File: src/rtl/bcd_convert_scheduler_if.sv
// Bundle of requester-side signals for the shared binary-to-BCD engine.
// Three channels (freq, amp, duty); each has a level request, an input value,
// a one-cycle ack, a held BCD result with overflow flag, and a one-cycle valid.
//   master : requester side (drives req/in, observes ack/bcd/ovf/valid/busy)
//   slave  : engine side (observes req/in, drives everything else)
interface bcd_convert_scheduler_if #(
    parameter int unsigned FREQ_W       = 32,
    parameter int unsigned SMALL_W      = 16,
    parameter int unsigned FREQ_DIGITS  = 6,
    parameter int unsigned SMALL_DIGITS = 4
);
    logic                        freq_req;
    logic [FREQ_W-1:0]           freq_in;
    logic                        freq_ack;
    logic [4*FREQ_DIGITS-1:0]    freq_bcd;
    logic                        freq_ovf;
    logic                        freq_valid;

    logic                        amp_req;
    logic [SMALL_W-1:0]          amp_in;
    logic                        amp_ack;
    logic [4*SMALL_DIGITS-1:0]   amp_bcd;
    logic                        amp_ovf;
    logic                        amp_valid;

    logic                        duty_req;
    logic [SMALL_W-1:0]          duty_in;
    logic                        duty_ack;
    logic [4*SMALL_DIGITS-1:0]   duty_bcd;
    logic                        duty_ovf;
    logic                        duty_valid;

    logic                        busy;

    modport master (
        output freq_req, freq_in, amp_req, amp_in, duty_req, duty_in,
        input  freq_ack, freq_bcd, freq_ovf, freq_valid,
        input  amp_ack, amp_bcd, amp_ovf, amp_valid,
        input  duty_ack, duty_bcd, duty_ovf, duty_valid,
        input  busy
    );

    modport slave (
        input  freq_req, freq_in, amp_req, amp_in, duty_req, duty_in,
        output freq_ack, freq_bcd, freq_ovf, freq_valid,
        output amp_ack, amp_bcd, amp_ovf, amp_valid,
        output duty_ack, duty_bcd, duty_ovf, duty_valid,
        output busy
    );
endinterface

File: src/rtl/bcd_convert_scheduler.sv
// Time-shares one double-dabble binary-to-BCD engine (1 bit per clock) between
// the freq, amp and duty requesters with round-robin arbitration.
// Ports:
//   clk   : single clock
//   rst_n : asynchronous active-low reset
//   bus   : requester bundle (slave side), see bcd_convert_scheduler_if
// Timing (C = ack cycle, N = job width): valid in C+N+1, next ack no earlier
// than C+N+2. Results saturate to all-9s with ovf=1 when they do not fit.
module bcd_convert_scheduler #(
    parameter int unsigned FREQ_W       = 32,
    parameter int unsigned SMALL_W      = 16,
    parameter int unsigned FREQ_DIGITS  = 6,
    parameter int unsigned SMALL_DIGITS = 4
) (
    input logic                    clk,
    input logic                    rst_n,
    bcd_convert_scheduler_if.slave bus
);
    localparam int unsigned ACC_DIGITS = 10;
    localparam int unsigned ACC_W      = 4 * ACC_DIGITS;
    localparam int unsigned CNT_W      = $clog2(FREQ_W + 1);
    localparam int unsigned FB_W       = 4 * FREQ_DIGITS;
    localparam int unsigned SB_W       = 4 * SMALL_DIGITS;

    localparam logic [1:0] ChFreq = 2'd0;
    localparam logic [1:0] ChAmp  = 2'd1;
    localparam logic [1:0] ChDuty = 2'd2;

    typedef enum logic [1:0] {StIdle, StShift, StDone} state_e;

    state_e             state_q, state_d;
    logic [1:0]         ptr_q, chan_q;
    logic [FREQ_W-1:0]  bin_q;
    logic [ACC_W-1:0]   acc_q, acc_adj;
    logic [CNT_W-1:0]   cnt_q;
    logic [2:0]         ack_q, ack_d, valid_q, valid_d;
    logic [FB_W-1:0]    freq_bcd_q;
    logic [SB_W-1:0]    amp_bcd_q, duty_bcd_q;
    logic               freq_ovf_q, amp_ovf_q, duty_ovf_q;

    logic [2:0]         req_vec;
    logic               grant_valid;
    logic [1:0]         grant_ch, cand1, cand2;
    logic               load, shift_en, done;
    logic               shift_in, hi_freq, hi_small;

    function automatic logic [1:0] next_ch(input logic [1:0] ch);
        return (ch == ChDuty) ? ChFreq : ch + 2'd1;
    endfunction

    // Round-robin grant: the channel at the pointer has priority, then the
    // following ones in freq->amp->duty order.
    assign req_vec = {bus.duty_req, bus.amp_req, bus.freq_req};
    assign cand1   = next_ch(ptr_q);
    assign cand2   = next_ch(cand1);

    always_comb begin
        grant_valid = 1'b1;
        grant_ch    = ptr_q;
        if (req_vec[ptr_q]) begin
            grant_ch = ptr_q;
        end else if (req_vec[cand1]) begin
            grant_ch = cand1;
        end else if (req_vec[cand2]) begin
            grant_ch = cand2;
        end else begin
            grant_valid = 1'b0;
        end
    end

    // FSM: state register
    always_ff @(posedge clk or negedge rst_n) begin
        if (!rst_n) begin
            state_q <= StIdle;
        end else begin
            state_q <= state_d;
        end
    end

    // FSM: next state
    always_comb begin
        state_d = state_q;
        unique case (state_q)
            StIdle:  if (grant_valid) state_d = StShift;
            StShift: if (cnt_q == CNT_W'(1)) state_d = StDone;
            StDone:  state_d = StIdle;
            default: state_d = StIdle;
        endcase
    end

    // FSM: outputs / datapath controls
    always_comb begin
        load     = 1'b0;
        shift_en = 1'b0;
        done     = 1'b0;
        ack_d    = 3'b000;
        valid_d  = 3'b000;
        unique case (state_q)
            StIdle: begin
                if (grant_valid) begin
                    load  = 1'b1;
                    ack_d = 3'b001 << grant_ch;
                end
            end
            StShift: shift_en = 1'b1;
            StDone: begin
                done    = 1'b1;
                valid_d = 3'b001 << chan_q;
            end
            default: ;
        endcase
    end

    // Double-dabble correction: any digit >= 5 gets +3 before the shift.
    always_comb begin
        acc_adj = acc_q;
        for (int d = 0; d < ACC_DIGITS; d++) begin
            if (acc_q[4*d +: 4] >= 4'd5) begin
                acc_adj[4*d +: 4] = acc_q[4*d +: 4] + 4'd3;
            end
        end
    end

    // Small jobs are zero-extended, so their MSB sits at SMALL_W-1.
    assign shift_in = (chan_q == ChFreq) ? bin_q[FREQ_W-1] : bin_q[SMALL_W-1];
    assign hi_freq  = |acc_q[ACC_W-1:FB_W];
    assign hi_small = |acc_q[ACC_W-1:SB_W];

    always_ff @(posedge clk or negedge rst_n) begin
        if (!rst_n) begin
            ptr_q      <= ChFreq;
            chan_q     <= ChFreq;
            bin_q      <= '0;
            acc_q      <= '0;
            cnt_q      <= '0;
            ack_q      <= '0;
            valid_q    <= '0;
            freq_bcd_q <= '0;
            amp_bcd_q  <= '0;
            duty_bcd_q <= '0;
            freq_ovf_q <= 1'b0;
            amp_ovf_q  <= 1'b0;
            duty_ovf_q <= 1'b0;
        end else begin
            ack_q   <= ack_d;
            valid_q <= valid_d;
            if (load) begin
                chan_q <= grant_ch;
                ptr_q  <= next_ch(grant_ch);
                acc_q  <= '0;
                if (grant_ch == ChFreq) begin
                    bin_q <= bus.freq_in;
                    cnt_q <= CNT_W'(FREQ_W);
                end else begin
                    bin_q <= (grant_ch == ChAmp) ? FREQ_W'(bus.amp_in) : FREQ_W'(bus.duty_in);
                    cnt_q <= CNT_W'(SMALL_W);
                end
            end
            if (shift_en) begin
                acc_q <= {acc_adj[ACC_W-2:0], shift_in};
                bin_q <= {bin_q[FREQ_W-2:0], 1'b0};
                cnt_q <= cnt_q - CNT_W'(1);
            end
            if (done) begin
                if (chan_q == ChFreq) begin
                    freq_ovf_q <= hi_freq;
                    freq_bcd_q <= hi_freq ? {FREQ_DIGITS{4'h9}} : acc_q[FB_W-1:0];
                end else if (chan_q == ChAmp) begin
                    amp_ovf_q <= hi_small;
                    amp_bcd_q <= hi_small ? {SMALL_DIGITS{4'h9}} : acc_q[SB_W-1:0];
                end else begin
                    duty_ovf_q <= hi_small;
                    duty_bcd_q <= hi_small ? {SMALL_DIGITS{4'h9}} : acc_q[SB_W-1:0];
                end
            end
        end
    end

    assign bus.freq_ack   = ack_q[0];
    assign bus.amp_ack    = ack_q[1];
    assign bus.duty_ack   = ack_q[2];
    assign bus.freq_valid = valid_q[0];
    assign bus.amp_valid  = valid_q[1];
    assign bus.duty_valid = valid_q[2];
    assign bus.freq_bcd   = freq_bcd_q;
    assign bus.amp_bcd    = amp_bcd_q;
    assign bus.duty_bcd   = duty_bcd_q;
    assign bus.freq_ovf   = freq_ovf_q;
    assign bus.amp_ovf    = amp_ovf_q;
    assign bus.duty_ovf   = duty_ovf_q;
    assign bus.busy       = (state_q != StIdle);

endmodule

File: src/flat_wrapper.sv
// flat-port wrapper written by rule: the top's interface ports become plain ports
module bcd_convert_scheduler_flat 
#(
    parameter int unsigned FREQ_W       = 32,
    parameter int unsigned SMALL_W      = 16,
    parameter int unsigned FREQ_DIGITS  = 6,
    parameter int unsigned SMALL_DIGITS = 4
)
  (clk, rst_n, bus_freq_req, bus_freq_in, bus_amp_req, bus_amp_in, bus_duty_req, bus_duty_in, bus_freq_ack, bus_freq_bcd, bus_freq_ovf, bus_freq_valid, bus_amp_ack, bus_amp_bcd, bus_amp_ovf, bus_amp_valid, bus_duty_ack, bus_duty_bcd, bus_duty_ovf, bus_duty_valid, bus_busy);
  bcd_convert_scheduler_if #(.FREQ_W(FREQ_W), .SMALL_W(SMALL_W), .FREQ_DIGITS(FREQ_DIGITS), .SMALL_DIGITS(SMALL_DIGITS)) bus_i ();
  input logic clk;
  input logic rst_n;
  input wire logic [$bits(bus_i.freq_req)-1:0] bus_freq_req;
  input wire logic [$bits(bus_i.freq_in)-1:0] bus_freq_in;
  input wire logic [$bits(bus_i.amp_req)-1:0] bus_amp_req;
  input wire logic [$bits(bus_i.amp_in)-1:0] bus_amp_in;
  input wire logic [$bits(bus_i.duty_req)-1:0] bus_duty_req;
  input wire logic [$bits(bus_i.duty_in)-1:0] bus_duty_in;
  output wire logic [$bits(bus_i.freq_ack)-1:0] bus_freq_ack;
  output wire logic [$bits(bus_i.freq_bcd)-1:0] bus_freq_bcd;
  output wire logic [$bits(bus_i.freq_ovf)-1:0] bus_freq_ovf;
  output wire logic [$bits(bus_i.freq_valid)-1:0] bus_freq_valid;
  output wire logic [$bits(bus_i.amp_ack)-1:0] bus_amp_ack;
  output wire logic [$bits(bus_i.amp_bcd)-1:0] bus_amp_bcd;
  output wire logic [$bits(bus_i.amp_ovf)-1:0] bus_amp_ovf;
  output wire logic [$bits(bus_i.amp_valid)-1:0] bus_amp_valid;
  output wire logic [$bits(bus_i.duty_ack)-1:0] bus_duty_ack;
  output wire logic [$bits(bus_i.duty_bcd)-1:0] bus_duty_bcd;
  output wire logic [$bits(bus_i.duty_ovf)-1:0] bus_duty_ovf;
  output wire logic [$bits(bus_i.duty_valid)-1:0] bus_duty_valid;
  output wire logic [$bits(bus_i.busy)-1:0] bus_busy;
  assign bus_i.freq_req = bus_freq_req;
  assign bus_i.freq_in = bus_freq_in;
  assign bus_i.amp_req = bus_amp_req;
  assign bus_i.amp_in = bus_amp_in;
  assign bus_i.duty_req = bus_duty_req;
  assign bus_i.duty_in = bus_duty_in;
  assign bus_freq_ack = bus_i.freq_ack;
  assign bus_freq_bcd = bus_i.freq_bcd;
  assign bus_freq_ovf = bus_i.freq_ovf;
  assign bus_freq_valid = bus_i.freq_valid;
  assign bus_amp_ack = bus_i.amp_ack;
  assign bus_amp_bcd = bus_i.amp_bcd;
  assign bus_amp_ovf = bus_i.amp_ovf;
  assign bus_amp_valid = bus_i.amp_valid;
  assign bus_duty_ack = bus_i.duty_ack;
  assign bus_duty_bcd = bus_i.duty_bcd;
  assign bus_duty_ovf = bus_i.duty_ovf;
  assign bus_duty_valid = bus_i.duty_valid;
  assign bus_busy = bus_i.busy;
  bcd_convert_scheduler #(.FREQ_W(FREQ_W), .SMALL_W(SMALL_W), .FREQ_DIGITS(FREQ_DIGITS), .SMALL_DIGITS(SMALL_DIGITS)) u_core (.clk(clk), .rst_n(rst_n), .bus(bus_i));
endmodule
File: config.mk
export PLATFORM = sky130hd
export DESIGN_NAME = bcd_convert_scheduler_flat
export DESIGN_NICKNAME = d
export VERILOG_FILES = /design/src/rtl/bcd_convert_scheduler_if.sv /design/src/rtl/bcd_convert_scheduler.sv /design/src/flat_wrapper.sv
export SDC_FILE = /design/constraint.sdc
export NUM_CORES = 1
export LEC_CHECK = 0
export BUFFER_PORTS_ARGS = -buffer_cell sky130_fd_sc_hd__buf_2
export CAP_MARGIN = 40
export CELL_PAD_IN_SITES_DETAIL_PLACEMENT = 1
export CELL_PAD_IN_SITES_GLOBAL_PLACEMENT = 1
export CORE_UTILIZATION = 46
export CTS_CLUSTER_SIZE = 28
export DETAILED_ROUTE_END_ITERATION = 6
export PLACE_DENSITY = 0.84
export SYNTH_ARGS = -nofsm -noshare
export SYNTH_HDL_FRONTEND = slang
export SYNTH_SLANG_ARGS = --single-unit
File: constraint.sdc
create_clock -name clk -period 3.1 [get_ports clk]
set_clock_uncertainty 0.05 [all_clocks]
set_input_delay 0.31 -clock clk [delete_from_list [all_inputs] [get_ports clk]]
set_output_delay 0.31 -clock clk [all_outputs]
set_load 0.03 [all_outputs]
==> run_results.csv <==
group,metric,value,unit
run_status,outcome,"completed",
synthesis,synth_ff_type,"dfrtp_1",
cells_and_area,register_area,3729,um^2
global_route,antenna_found_initial,1,
min_path,hold-path-cell-count,3,
clock_tree,cts_tree,"done",
timing,drv_slew,0,
timing,layout_setup_ws,0.5278,ns
timing,tightest_slew,0.7655,ns
worst_setup_path,ff2ff_path_depth,7,
routing,drc_errors,0,
cells_and_area,drive_above_1_share,24.30,%
routing,first_pass_iters,7,
clock_tree,cts_max_level,4,
synthesis,synth.distinct_cells,58,
worst_setup_path,cp.arrival,2.81,ns
synthesis,synth_adder_area_share,5.064,%
pwr,p_total,8.287,mW
place,placed_cells,941,
pwr,p_leak,4.183,nW
place,placed_area,7737,um^2
synthesis,syn_inst,649,
worst_setup_path,start_kind,"register",
place,io_buffer_count,134,
synthesis,synthesis.nets,746,
global_route,grt-ovfl-total,0,
floorplan,die-width,124.6,um
cells_and_area,final_cells,975,
clock_tree,cts_resized,0,
floorplan,io_pins,135,
timing,period_needed,2.572,ns
cells_and_area,layout.nets,874,
synthesis,synthXorXnorAreaFrac,1.772,%
worst_setup_path,crit_slowest_cell,"and4_1",
global_route,grtUsageTotal,26.58,%
clock_tree,cts-buffers-inserted,17,
worst_setup_path,path_buf_inv,1,
synthesis,muxShareOfSynthArea,2.948,%
floorplan,coreArea,14590,um^2
worst_setup_path,crit_cells,7,
floorplan,initial_core_util,47.42,%
synthesis,ys_warn_count,0,
timing,slew-limit-headroom,48.96,%
min_path,hold_path_class,"in2reg",
global_route,grt_busiest_layer,"met2",
worst_setup_path,cp_top_family,"simple AND/OR/NAND/NOR gates",
place,dp_hpwl,13320,um
pwr,ir_drop,0.4951,mV
routing,wl,19680,um
routing,detail_route.wl_per_cell,20.19,um
timing,final-setup-viol-count,0,
timing,fmax,388.8,MHz
routing,first_iter_violations,433,
global_route,grt_first_pass_wirelength,32410,um
timing,holdWs,0.06052,ns
min_path,min_from,"bus_freq_in[16]",
timing,rsz0062_at_grt,"false",
cells_and_area,design_area,8388,um^2
synthesis,synthSimpleGateAreaFrac,9.369,%
timing,tns,0,ns
synthesis,synth_compound_gate_area_share,21.29,%
flow_run,drv_cap,0,
clock_tree,cts_buffer_depth,2,
worst_setup_path,cp_max_fo,18,
global_route,grt_use_met3,5.498,%
worst_setup_path,slowest_delay,0.70,ns
clock_tree,post_cts.repair.setup_buffers,0,
synthesis,netlist_area,6918,um^2
synthesis,synth-seq-cells,149,
cells_and_area,final_util,57.50,%
synthesis,synth_top_family_by_area,"compound AO/OA/AOI/OAI gates",
floorplan,dieArea,15530,um^2
synthesis,synth_edf_count,0,
floorplan,fp-row-count,44,
worst_setup_path,critPathKind,"reg2reg",
clock_tree,clk_pin_slew,0.07,ns
synthesis,async_flop_share,100.0,%
clock_tree,cts_root_buf,"clkbuf_16",
synthesis,ys_seq_area_share,53.90,%
global_route,grt.met1_usage,30.99,%
worst_setup_path,worstPathCellList,"inv_1 > ha_1 > nor4b_1 > nand2_1 > nor4_4 > and4_1 > a31oi_1",
min_path,whs_endpoint,"u_core.bin_q[16]",
worst_setup_path,timing.rr.end,"u_core.bus.amp_bcd[7]",
timing,hold_violations,0,
pwr,powerDensity,988.0,nW/um^2
place,dp_slack,0.5725,ns
clock_tree,postCtsHoldBufs,1,
place,gp_congestion,0.7749,
clock_tree,worstSkewPairLatency,0.43,ns
worst_setup_path,cp.required,3.34,ns
clock_tree,cts.sinks,149,
worst_setup_path,reg2reg_from,"u_core.acc_q[24]",
floorplan,die_h,124.6,um
synthesis,avgSynthCellArea,10.66,um^2
global_route,grt_util_met2,47.09,%
cells_and_area,multi_input_area,2809,um^2
global_route,grt_start_max_net_pins,63,
worst_setup_path,reg2reg_slack,0.53,ns
cells_and_area,fill_cells,1612,
worst_setup_path,crit_path_end_kind,"register",
timing,period_share,82.97,%
routing,ant_nets,0,
global_route,grt_pass1_vias,6226,
routing,num_vias,5754,
routing,viasPerCell,5.902,
cells_and_area,area_growth,21.25,%
==> cell families after synthesis <==
logic type      count (synthesis)
mux                            20
flops                         149
compound gates                210
buf+inv                        91
simple gates                  137
xor+xnor                       14
fa+ha+maj                      28
==> layout make-up <==
cell class	count	share of cell area, %
diodes	1	0.02983
clock inverters	14	2.372
repair buffers	148	9.353
multi-input cells	409	33.49
clock buffers	18	5.236
well taps	184	2.745
flip-flops and latches	149	44.45
inverters	52	2.327
==> worst max path at each step <==
stage	start	slack (ns)	end
after floorplan	u_core.acc_q[24]	1.10	u_core.bus.duty_bcd[11]
after global placement	u_core.acc_q[24]	0.69	u_core.bus.amp_bcd[11]
after detailed placement	u_core.acc_q[24]	0.57	u_core.bus.amp_bcd[11]
after CTS	u_core.acc_q[24]	0.54	u_core.bus.amp_bcd[7]
after global routing	u_core.acc_q[28]	0.33	u_core.bus.duty_bcd[12]
final	u_core.acc_q[24]	0.53	u_core.bus.amp_bcd[7]
==> synthesized netlist by cell type, drive strengths merged, types with 3 or more instances <==
library cell / instances / area share, %
o311ai: 3 / 0.63
and2: 3 / 0.27
o21ai: 46 / 3.3
ha: 28 / 5.1
a31oi: 16 / 1.4
clkbuf: 20 / 1.1
o32ai: 3 / 0.38
buf: 19 / 1.7
mux2i: 17 / 2.5
a21oi: 32 / 2.3
nand2b: 13 / 1.2
nor2: 50 / 2.7
dfrtp: 149 / 54
nor3: 3 / 0.22
xor2: 4 / 0.51
inv: 51 / 2.8
o31ai: 26 / 2.8
o21a: 5 / 0.54
a222oi: 31 / 4.5
a32o: 10 / 1.4
mux2: 3 / 0.49
o22ai: 22 / 2.0
nand2: 49 / 2.7
xnor2: 10 / 1.3
==> power breakdown <==
part | leakage (nW) | internal (mW) | switching, mW
Clock | 0.287 | 1.37 | 0.858
Sequential | 1.98 | 2.51 | 0.505
Combinational | 1.92 | 1.19 | 1.84
==> layout by cell type, fill, tap and decap left out, types with 10 or more instances in the layout <==
cell	instances
nor2_1	50
xnor2_1	10
o21ai_0	39
a31oi_1	16
a21oi_1	32
buf_4	13
clkbuf_16	17
a222oi_1	31
nand2b_1	13
ha_1	28
a32o_1	10
o22ai_1	22
dfrtp_1	149
o31ai_1	26
mux2i_1	17
nand2_1	49
buf_2	133
inv_1	50
==> registers in the layout (all words and copies together), names as in the netlist, 3 cells and up <==
register,count
u_core.bus.freq_bcd,24
u_core.bin_q,32
u_core.bus.amp_bcd,16
u_core.ack_q,3
u_core.acc_q,40
u_core.cnt_q,6
u_core.bus.duty_bcd,16
u_core.valid_q,3
==> worst min-delay path, cell delays in order <==
cell and delay [ns]:
buf_2 0.08, a222oi_1 0.05, inv_1 0.07
==> routing by layer <==
| layer | share of wire (%) | routed length (um) | up-vias |
|---|---|---|---|
| met5 | 0 | 0 | - |
| met4 | 2.3 | 456 | 0 |
| met3 | 4.2 | 826 | 41 |
| met2 | 52 | 10330 | 172 |
| met1 | 41 | 8069 | 2918 |
| li1 | - | - | 2623 |
Note: power is estimated with default switching activity, not from simulation.
